==> src/rtl/tpg_mode_sequencer_if.sv <==
// Mode handshake between the sequencer and the pattern mode mux, plus the
// generator enable that is gated by that handshake.
interface tpg_mode_sequencer_if #(
   parameter int MODE_W = 3
);
   logic [MODE_W-1:0] mode_o;      // current or requested mode index
   logic              mode_req_o;  // mode change request, level
   logic              mode_ack_i;  // mux acknowledges mode_o
   logic              enable_o;    // generator enable

   // Sequencer side
   modport master (
      output mode_o,
      output mode_req_o,
      output enable_o,
      input  mode_ack_i
   );

   // Mode mux / generator side
   modport slave (
      input  mode_o,
      input  mode_req_o,
      input  enable_o,
      output mode_ack_i
   );
endinterface

==> src/rtl/tpg_mode_sequencer.sv <==
// Steps the test pattern generator through the enabled pattern modes, holding
// each for a programmable number of frames and switching only on end-of-frame.
// Every switch is confirmed by the mux (req/ack) before the generator restarts.
module tpg_mode_sequencer #(
   parameter int NUM_MODES      = 5,
   parameter int MODE_W         = 3,
   parameter int FRAMES_DEFAULT = 60,
   parameter int DW             = 32
) (
   input  logic                        clk_i,
   input  logic                        rst_i,        // async, active low
   input  logic                        cfg_valid_i,
   input  logic [DW-1:0]               cfg_i,
   input  logic                        start_i,
   input  logic                        stop_i,
   input  logic                        eof_i,
   tpg_mode_sequencer_if.master        mode_if,
   output logic [15:0]                 frame_cnt_o,
   output logic                        busy_o,
   output logic                        done_o,
   output logic                        cfg_err_o
);

   typedef enum logic [1:0] {
      ST_IDLE   = 2'd0,
      ST_SWITCH = 2'd1,
      ST_RUN    = 2'd2
   } state_t;

   // Registered state and outputs
   state_t                 r_state;
   logic [MODE_W-1:0]      r_mode;
   logic                   r_mode_req;
   logic                   r_enable;
   logic [15:0]            r_frame_cnt;
   logic                   r_busy;
   logic                   r_done;
   logic                   r_cfg_err;
   logic                   r_stop_pend;
   // Shadow configuration
   logic [NUM_MODES-1:0]   r_mask;
   logic [15:0]            r_frames;
   logic                   r_loop;

   // Next-state values
   state_t                 w_state_nxt;
   logic [MODE_W-1:0]      w_mode_nxt;
   logic                   w_mode_req_nxt;
   logic                   w_enable_nxt;
   logic [15:0]            w_frame_cnt_nxt;
   logic                   w_done_nxt;
   logic                   w_cfg_err_nxt;
   logic                   w_stop_pend_nxt;
   logic [NUM_MODES-1:0]   w_mask_nxt;
   logic [15:0]            w_frames_nxt;
   logic                   w_loop_nxt;

   // Decode helpers
   logic [NUM_MODES-1:0]   w_cfg_mask;
   logic [15:0]            w_cfg_frames;
   logic [NUM_MODES-1:0]   w_mask_eff;
   logic [MODE_W-1:0]      w_first_mode;
   logic [MODE_W-1:0]      w_next_mode;
   logic                   w_wrapped;
   logic                   w_found;
   int                     w_pos;
   logic                   w_stop_eff;
   logic                   w_last_frame;
   logic [15:0]            w_frame_inc;

   // Reserved configuration bits are intentionally ignored
   logic                   w_unused;
   assign w_unused = ^cfg_i;

   // Decode the incoming config word; a start in the same cycle sees it
   always_comb begin
      w_cfg_mask   = cfg_i[NUM_MODES-1:0];
      w_cfg_frames = (cfg_i[23:8] == 16'd0) ? 16'd1 : cfg_i[23:8];
      w_mask_eff   = cfg_valid_i ? w_cfg_mask : r_mask;
      w_first_mode = '0;
      for (int i = NUM_MODES - 1; i >= 0; i--) begin
         if (1'(w_mask_eff >> i)) w_first_mode = MODE_W'(i);
      end
   end

   // Circular search for the next enabled mode after the current one
   always_comb begin
      w_next_mode = r_mode;
      w_wrapped   = 1'b0;
      w_found     = 1'b0;
      w_pos       = 0;
      for (int i = 1; i <= NUM_MODES; i++) begin
         w_pos = int'(r_mode) + i;
         if (!w_found && 1'(r_mask >> (w_pos % NUM_MODES))) begin
            w_found     = 1'b1;
            w_next_mode = MODE_W'(w_pos % NUM_MODES);
            w_wrapped   = (w_pos >= NUM_MODES);
         end
      end
   end

   assign w_stop_eff   = r_stop_pend | stop_i;
   assign w_last_frame = (r_frame_cnt == r_frames - 16'd1);
   assign w_frame_inc  = (r_frame_cnt == 16'hFFFF) ? r_frame_cnt : r_frame_cnt + 16'd1;

   // Next-state and output decode for IDLE / SWITCH / RUN
   always_comb begin
      // NOTE: every target gets its hold value first so no branch can infer a latch.
      w_state_nxt     = r_state;
      w_mode_nxt      = r_mode;
      w_mode_req_nxt  = r_mode_req;
      w_enable_nxt    = r_enable;
      w_frame_cnt_nxt = r_frame_cnt;
      w_done_nxt      = 1'b0;
      w_cfg_err_nxt   = 1'b0;
      w_stop_pend_nxt = r_stop_pend;
      w_mask_nxt      = r_mask;
      w_frames_nxt    = r_frames;
      w_loop_nxt      = r_loop;

      unique case (r_state)
         ST_IDLE: begin
            w_stop_pend_nxt = 1'b0;
            if (cfg_valid_i) begin
               w_mask_nxt   = w_cfg_mask;
               w_frames_nxt = w_cfg_frames;
               w_loop_nxt   = cfg_i[24];
            end
            if (start_i) begin
               if (w_mask_eff != '0) begin
                  w_mode_nxt      = w_first_mode;
                  w_frame_cnt_nxt = 16'd0;
                  w_mode_req_nxt  = 1'b1;
                  w_enable_nxt    = 1'b0;
                  w_state_nxt     = ST_SWITCH;
               end else begin
                  w_cfg_err_nxt = 1'b1;
               end
            end
         end

         ST_SWITCH: begin
            if (cfg_valid_i) w_cfg_err_nxt = 1'b1;
            if (stop_i) w_stop_pend_nxt = 1'b1;
            if (mode_if.mode_ack_i) begin
               w_mode_req_nxt = 1'b0;
               if (w_stop_eff) begin
                  w_stop_pend_nxt = 1'b0;
                  w_enable_nxt    = 1'b0;
                  w_state_nxt     = ST_IDLE;
               end else begin
                  w_enable_nxt = 1'b1;
                  w_state_nxt  = ST_RUN;
               end
            end
         end

         ST_RUN: begin
            if (cfg_valid_i) w_cfg_err_nxt = 1'b1;
            if (stop_i) w_stop_pend_nxt = 1'b1;
            if (eof_i) begin
               w_frame_cnt_nxt = w_frame_inc;
               if (w_last_frame || w_stop_eff) begin
                  if (w_stop_eff) begin
                     w_stop_pend_nxt = 1'b0;
                     w_enable_nxt    = 1'b0;
                     w_state_nxt     = ST_IDLE;
                  end else if (w_wrapped && !r_loop) begin
                     w_enable_nxt = 1'b0;
                     w_done_nxt   = 1'b1;
                     w_state_nxt  = ST_IDLE;
                  end else begin
                     w_mode_nxt      = w_next_mode;
                     w_frame_cnt_nxt = 16'd0;
                     w_mode_req_nxt  = 1'b1;
                     w_enable_nxt    = 1'b0;
                     w_state_nxt     = ST_SWITCH;
                  end
               end
            end
         end

         default: begin
            w_mode_req_nxt = 1'b0;
            w_enable_nxt   = 1'b0;
            w_state_nxt    = ST_IDLE;
         end
      endcase
   end

   // State, output and shadow config registers
   always_ff @(posedge clk_i or negedge rst_i) begin
      if (!rst_i) begin
         r_state     <= ST_IDLE;
         r_mode      <= '0;
         r_mode_req  <= 1'b0;
         r_enable    <= 1'b0;
         r_frame_cnt <= 16'd0;
         r_busy      <= 1'b0;
         r_done      <= 1'b0;
         r_cfg_err   <= 1'b0;
         r_stop_pend <= 1'b0;
         r_mask      <= '1;
         r_frames    <= 16'(FRAMES_DEFAULT);
         r_loop      <= 1'b1;
      end else begin
         // NOTE: non-blocking so every register samples pre-edge values.
         r_state     <= w_state_nxt;
         r_mode      <= w_mode_nxt;
         r_mode_req  <= w_mode_req_nxt;
         r_enable    <= w_enable_nxt;
         r_frame_cnt <= w_frame_cnt_nxt;
         r_busy      <= (w_state_nxt != ST_IDLE);
         r_done      <= w_done_nxt;
         r_cfg_err   <= w_cfg_err_nxt;
         r_stop_pend <= w_stop_pend_nxt;
         r_mask      <= w_mask_nxt;
         r_frames    <= w_frames_nxt;
         r_loop      <= w_loop_nxt;
      end
   end

   assign mode_if.mode_o     = r_mode;
   assign mode_if.mode_req_o = r_mode_req;
   assign mode_if.enable_o   = r_enable;
   assign frame_cnt_o        = r_frame_cnt;
   assign busy_o             = r_busy;
   assign done_o             = r_done;
   assign cfg_err_o          = r_cfg_err;

endmodule

==> src/flat_wrapper.sv <==
// flat-port wrapper written by rule: the top's interface ports become plain ports
module tpg_mode_sequencer_flat 
#(
   parameter int NUM_MODES      = 5,
   parameter int MODE_W         = 3,
   parameter int FRAMES_DEFAULT = 60,
   parameter int DW             = 32
)
  (clk_i, rst_i, cfg_valid_i, cfg_i, start_i, stop_i, eof_i, frame_cnt_o, busy_o, done_o, cfg_err_o, mode_if_mode_o, mode_if_mode_req_o, mode_if_enable_o, mode_if_mode_ack_i);
  tpg_mode_sequencer_if #(.MODE_W(MODE_W)) mode_if_i ();
  input  logic clk_i;
  input  logic rst_i;
  input  logic cfg_valid_i;
  input  logic [DW-1:0] cfg_i;
  input  logic start_i;
  input  logic stop_i;
  input  logic eof_i;
  output logic [15:0] frame_cnt_o;
  output logic busy_o;
  output logic done_o;
  output logic cfg_err_o;
  output wire logic [$bits(mode_if_i.mode_o)-1:0] mode_if_mode_o;
  output wire logic [$bits(mode_if_i.mode_req_o)-1:0] mode_if_mode_req_o;
  output wire logic [$bits(mode_if_i.enable_o)-1:0] mode_if_enable_o;
  input wire logic [$bits(mode_if_i.mode_ack_i)-1:0] mode_if_mode_ack_i;
  assign mode_if_mode_o = mode_if_i.mode_o;
  assign mode_if_mode_req_o = mode_if_i.mode_req_o;
  assign mode_if_enable_o = mode_if_i.enable_o;
  assign mode_if_i.mode_ack_i = mode_if_mode_ack_i;
  tpg_mode_sequencer #(.NUM_MODES(NUM_MODES), .MODE_W(MODE_W), .FRAMES_DEFAULT(FRAMES_DEFAULT), .DW(DW)) u_core (.clk_i(clk_i), .rst_i(rst_i), .cfg_valid_i(cfg_valid_i), .cfg_i(cfg_i), .start_i(start_i), .stop_i(stop_i), .eof_i(eof_i), .mode_if(mode_if_i), .frame_cnt_o(frame_cnt_o), .busy_o(busy_o), .done_o(done_o), .cfg_err_o(cfg_err_o));
endmodule
==> config.mk <==
export PLATFORM = sky130hd
export DESIGN_NAME = tpg_mode_sequencer_flat
export DESIGN_NICKNAME = d
export VERILOG_FILES = /design/src/rtl/tpg_mode_sequencer_if.sv /design/src/rtl/tpg_mode_sequencer.sv /design/src/flat_wrapper.sv
export SDC_FILE = /design/constraint.sdc
export NUM_CORES = 1
export LEC_CHECK = 0
export ABC_AREA = 0
export CAP_MARGIN = 20
export CORE_MARGIN = 10
export CORE_UTILIZATION = 53
export CTS_CLUSTER_SIZE = 20
export DETAILED_ROUTE_END_ITERATION = 16
export PLACE_DENSITY = 0.78
export SYNTH_ARGS = -nofsm -noshare
export SYNTH_HDL_FRONTEND = slang
export SYNTH_SLANG_ARGS = --single-unit
==> constraint.sdc <==
create_clock -name clk_i -period 4.75 [get_ports clk_i]
set_clock_uncertainty 0.05 [all_clocks]
set_input_delay 0.95 -clock clk_i [delete_from_list [all_inputs] [get_ports clk_i]]
set_output_delay 0.95 -clock clk_i [all_outputs]
set_load 0.005 [all_outputs]
# == After elaboration in Yosys (flattened, before gate mapping) ==
# Cells that the tools add are included.
# op_classes
add_sub_neg,7
multipliers,0
n_div,5
n_lt_le_gt_ge,5
n_eq_ne,12
n_shift,5
mux,75
n_bitwise,1
n_reduce_logical,23
# op_table
op,n
$ge A32 B4 Y1 const B,5
$mod A32 B4 Y32 const B,5
$shr A5 B32 Y1,5
$mux W16,8
$mux W3,16
$mux W1,36
$pmux W16 S2,1
$add A16 B1 Y16 const B,1
$eq A16 B16 Y1,1
$eq A16 B16 Y1 const B,1
$logic_not A16 Y1,1
$sub A16 B1 Y16 const B,1
$mux W2,7
$ne A2 B2 Y1 const B,5
$pmux W1 S3,3
$add A3 B2 Y4 const B,2
$add A3 B3 Y4 const B,2
$reduce_and A8 Y1,1
$reduce_and A7 Y1,1
$ne A6 B1 Y1 const B,1
$pmux W2 S3,1
$pmux W3 S2,1
$logic_and A1 B1 Y1,5
$logic_not A1 Y1,5
16 further kinds,18
# word_totals
register_bits,49
latchBits,0
ram_bits,0
romBits,0
in_bits,39
output_inout_bits,24
elab_cells,145
n_memories,0

# == Depth between registers and ports, before layout ==
# depth
word_depth,23
mapped_depth,21
depth_no_buf,19

# == Worst setup path before layout ==
# OpenSTA, ideal clock, no wires.
# synth_path
path_type,register to register
startpoint,register u_core.r_mode[0] (netlist: u_core.mode_if.mode_o[0])
endpoint,register u_core.r_frame_cnt[14] (netlist: u_core.frame_cnt_o[14])
setup_time_ns,0.087
arrival_time_ns,4.850
required_ns,4.613
setup_slack_ns,-0.237
stages_incl_launch_ff,20
n_path_buf,4
synth_period_minus_slack_ns,4.987
path_cell_list,dfrtp_1 > inv_1 > clkbuf_1 > ha_1 > buf_2 > clkbuf_1 > or4_1 > nand2_1 > inv_1 > ha_1 > a221oi_1 > o2bb2ai_2 > and3_1 > o32a_1 > and4_1 > o21ai_1 > a211oi_4 > buf_4 > o211ai_1 > a22oi_1
# synth_between
elab_chain_len,22
elab_cells_between_ends,43
classes_between,add/sub: 5; div: 5; order compare: 5; shift: 5; mux: 14; reduce/logical: 9
# synth_rtl
element,line,text
start: declaration,tpg_mode_sequencer.sv:32,logic [MODE_W-1:0] r_mode;
start signal: assignment,tpg_mode_sequencer.sv:209,r_mode <= w_mode_nxt;
$add A3 B1 Y4,tpg_mode_sequencer.sv:93,w_pos = int'(r_mode) + i;
$mod A32 B4 Y32,tpg_mode_sequencer.sv:94,if (!w_found && 1'(r_mask >> (w_pos % NUM_MODES))) begin
$shr A5 B32 Y1,tpg_mode_sequencer.sv:94,
$mux W1,tpg_mode_sequencer.sv:94,
$logic_not A1 Y1,tpg_mode_sequencer.sv:94,
$logic_and A1 B1 Y1,tpg_mode_sequencer.sv:94,
$mux W1,tpg_mode_sequencer.sv:94,
$logic_not A1 Y1,tpg_mode_sequencer.sv:94,
[6 not listed],-,
$logic_and A1 B1 Y1,tpg_mode_sequencer.sv:94,
$mux W1 *,tpg_mode_sequencer.sv:94,
$logic_and A1 B1 Y1 *,tpg_mode_sequencer.sv:168,end else if (w_wrapped && !r_loop) begin
$mux W16 *,tpg_mode_sequencer.sv:168,
$mux W16 *,tpg_mode_sequencer.sv:164,if (w_stop_eff) begin
$mux W16 *,tpg_mode_sequencer.sv:163,if (w_last_frame || w_stop_eff) begin
$mux W16 *,tpg_mode_sequencer.sv:161,if (eof_i) begin
$pmux W16 S2 *,tpg_mode_sequencer.sv:121,unique case (r_state)
end signal: assignment,tpg_mode_sequencer.sv:212,r_frame_cnt <= w_frame_cnt_nxt;
end: declaration,tpg_mode_sequencer.sv:35,logic [15:0] r_frame_cnt;
# Mark *: on every way between the ends. The rest lies on a longest branch, timed or not. The select of a mux whose other input is x is not followed.
# A chain may end at the register's enable or synchronous reset.

# == Worst setup path in the final report ==
# layout_path
startpoint,register u_core.r_mode[0] (netlist: u_core.mode_if.mode_o[0])
endpoint,register u_core.r_mode[0] (netlist: u_core.mode_if.mode_o[0])
# layout_between
elab_chain_len,21
elab_cells_between_ends,51
classes_between,add/sub: 5; div: 5; order compare: 5; eq/ne: 2; shift: 5; mux: 19; reduce/logical: 10
# layout_rtl
element,line
$add A3 B1 Y4,tpg_mode_sequencer.sv:93
$mod A32 B4 Y32,"tpg_mode_sequencer.sv:94, tpg_mode_sequencer.sv:96"
$shr A5 B32 Y1,tpg_mode_sequencer.sv:94
$mux W1,tpg_mode_sequencer.sv:94
$logic_not A1 Y1,tpg_mode_sequencer.sv:94
$logic_and A1 B1 Y1,tpg_mode_sequencer.sv:94
$mux W1,tpg_mode_sequencer.sv:94
$logic_not A1 Y1,tpg_mode_sequencer.sv:94
[5 not listed],-
$logic_not A1 Y1,tpg_mode_sequencer.sv:94
$logic_and A1 B1 Y1,tpg_mode_sequencer.sv:94
$mux W3,tpg_mode_sequencer.sv:94
$mux W3,tpg_mode_sequencer.sv:168
$mux W3,tpg_mode_sequencer.sv:164
$mux W3,tpg_mode_sequencer.sv:163
$mux W3,tpg_mode_sequencer.sv:161
$pmux W3 S2,tpg_mode_sequencer.sv:121
# Parallel ways exist; a longest one is shown, timed or not. The select of a mux whose other input is x is not followed.

==> results.yml <==
outcome:
  status: "complete, no violations"
finish:
  layout_common_cells: "nand2_1, nor2_1, clkdlybuf4s50_1, dfrtp_1, buf_4"
  layout.nets: 866
  final_common_cell: "nand2_1"
  syn2layout_area_growth_pct: 16.1
  drive_above_1_share_pct: 16.0
  final_area_um2: 6850
  antenna_cells: 0
clocking:
  cts.path.max_buffers: 2
  clock_sinks: 49
  hold_buffers: 0
  clock-root-buffer: "clkbuf_8"
  cts_tree: "done"
  cts_buffers: 5
  path_clk_slew_ns: 0.11
  clk_latency_ns: 0.31
  htreeDepth: 2
synth:
  ys_seq_area_share_pct: 21.0
  synth_top_area_share_pct: 16.5
  synth_area_leaders: "dfrtp_1, ha_1, nand2_1"
  synth_xor_area_share_pct: 3.29
  synth_edf_count: 0
  syn_inst: 745
  synth_top_family_by_area: "compound AO/OA/AOI/OAI gates"
  synth_nets: 817
  synth_seq_cells: 49
  synth_compound_area_share_pct: 32.2
  synth-simple-area-share_pct: 24.2
  async_flop_share_pct: 100
  yosys_warnings: 0
  yosysUniqueCellTypes: 92
  ys.flop_type: "dfrtp_1"
  syn_avg_cell_area_um2: 7.92
  synth_top_area_cell: "dfrtp_1"
  syn_area_um2: 5900
  yosys-mux-area-fraction_pct: 6.34
  synthAdderAreaFrac_pct: 7.17
routing:
  ant_nets: 0
  wl_per_cell_um: 19.6
  num_vias: 6253
  dr.pass1.iters: 6
  highest_layer: "met4"
  wl_met1_um: 8410
  met2WireLength_um: 8110
  drt_iter0_markers: 798
  wl_met3_um: 1680
  drc: 0
  vias_per_cell: 6.69
  routed_wl_um: 18300
floorplan:
  io_pins: 63
  die_w_um: 126
  core_area_um2: 10900
  die_h_um: 126
  rows: 38
  dieArea_um2: 15800
  start_util_pct: 54.2
setup_path:
  end_kind: "register"
  crit_fanout: 28
  critPathKind: "reg2reg"
  critical_path_arrival_ns: 4.72
  required_ns: 4.88
  cp-start-kind: "register"
global_route:
  grt_pass1_wl_um: 29300
  grt_use_total_pct: 21.6
  antenna_found_initial: 0
  grt_overflow: 0
  grt_max_degree: 50
  grt_pass1_vias: 5553
sta:
  finalCritPeriodShare_pct: 96.7
  setup_viol: 0
  worst-slew-pin-transition_ns: 1.01
  min_period_ns: 4.60
  layout_setup_ws_ns: 0.155
  slew_headroom_pct: 32.3
  max_freq_mhz: 218
  hold_viol_final: 0
  drv_slew: 0
min_path:
  min_path_type: "reg2reg"
placement:
  placed_cell_area_um2: 6660
  gp_congestion: 0.974
  place_ws_ns: 0.0220
  portBuffers: 52
  dpl.hpwl_um: 14200
pwr:
  ir_worst_vdd_mv: 0.540
  power_leakage_nw: 2.59
  powerDensity_nw_per_um2: 829
job:
  drv_cap: 0
## repair_timing
item,CTS,global route
pin swaps,0,1
buffers inserted,0,0
endpoints found under the setup margin,1,23
resized for setup,2,17
## registers in the layout, summed over array words and instances, names as in the netlist
register                   count
u_core.r_state                 2
u_core.cfg_err_o               1
u_core.mode_if.enable_o        1
u_core.r_stop_pend             1
u_core.done_o                  1
u_core.mode_if.mode_req_o      1
u_core.r_loop                  1
u_core.mode_if.mode_o          3
u_core.r_mask                  5
u_core.busy_o                  1
u_core.r_frames               16
u_core.frame_cnt_o            16
## cell usage after synthesis (5+ instances only)
master,n
a211o_1,7
a211oi_1,12
a21boi_0,7
a21o_1,8
a21oi_1,33
a22oi_1,10
a311oi_1,6
a31oi_1,12
and2_1,8
and3_1,8
buf_2,12
clkbuf_1,25
dfrtp_1,39
dfstp_2,10
ha_1,33
inv_1,32
mux2_2,20
mux2i_1,9
nand2_1,71
nand2b_1,10
nand3_1,21
nand4_1,5
nor2_1,58
nor2b_1,12
nor3_1,24
nor3b_1,5
nor4_1,12
o2111ai_1,7
o211ai_1,31
o21a_1,6
o21ai_0,33
o21ai_1,6
o221ai_1,6
or2_2,9
or3_1,13
xnor2_1,13
xor2_1,6
## through the flow
step                power (mW)  utilization (%)  TNS [ns]  instances  hold WS, ns
finish                    5.68             62.9         0        935        0.485
global route              6.11             62.9    -0.161        935        0.529
CTS                       5.44             62.2         0        935        0.489
detailed placement        5.15             61.2         0        927        0.461
global placement          5.04             61.2         0        927        0.455
floorplan                 3.93                -         0        745        0.422
## layout make-up
cell class	count	area, µm²
clock inverters	3	26.3
fillers	960	4040
flip-flops and latches	49	1240
clock buffers	5	68.8
inverters	37	139
repair buffers	87	791
multi-input cells	614	4410
well taps	140	175
## worst paths after layout
check                      cells past startpoint                                    to                                  from  slack, ns
min                                            2        u_core.r_stop_pend$_DFFE_PN0P_        u_core.r_stop_pend$_DFFE_PN0P_       0.48
min reg2reg                                    2        u_core.r_stop_pend$_DFFE_PN0P_        u_core.r_stop_pend$_DFFE_PN0P_       0.48
max                                           19  u_core.mode_if.mode_o[0]$_DFFE_PN0P_  u_core.mode_if.mode_o[0]$_DFFE_PN0P_       0.15
min in group asynchronous                      2       u_core.r_frames[11]$_DFFE_PN0P_                                 rst_i       0.68
max reg2reg                                   19  u_core.mode_if.mode_o[0]$_DFFE_PN0P_  u_core.mode_if.mode_o[0]$_DFFE_PN0P_       0.15
max in group asynchronous                      2  u_core.mode_if.mode_o[1]$_DFFE_PN0P_                                 rst_i       3.51
## cells by family (layout without fill, tap and decap cells)
group,Yosys count,in the layout
flip-flops,49,49
multiplexers,32,32
adder cells (fa/ha/maj),34,34
AND/OR/NAND/NOR,278,278
AO/OA/AOI/OAI,250,250
XOR/XNOR,20,20
buffers and inverters,82,132
## power breakdown
| part | internal, mW | switching [mW] |
|---|---|---|
| combinational | 1.86 | 2.71 |
| sequential | 0.591 | 0.238 |
| clock | 0.108 | 0.163 |
| total | 2.56 | 3.11 |
## critical path: stages, from the launching register on
cell and delay, ns:
dfrtp_2 0.44, inv_1 0.11, ha_1 0.32, buf_4 0.21
clkinv_1 0.25, ha_1 0.28, inv_1 0.05, ha_1 0.28
nor3b_1 0.29, o21a_1 0.23, o2bb2ai_2 0.13, buf_4 0.18
a211o_1 0.22, a22o_1 0.20, and4_2 0.26, o21ai_2 0.19
a211oi_4 0.10, buf_12 0.18, o41ai_2 0.36, o31ai_1 0.15
## layer usage
layer  up-vias  global-route usage (%)
met3        16                    4.01
met1      3012                    32.1
met5         -                       0
li1       2939                       -
met2       286                    32.3
met4         0                    2.24
(Power assumes the default switching activity.)
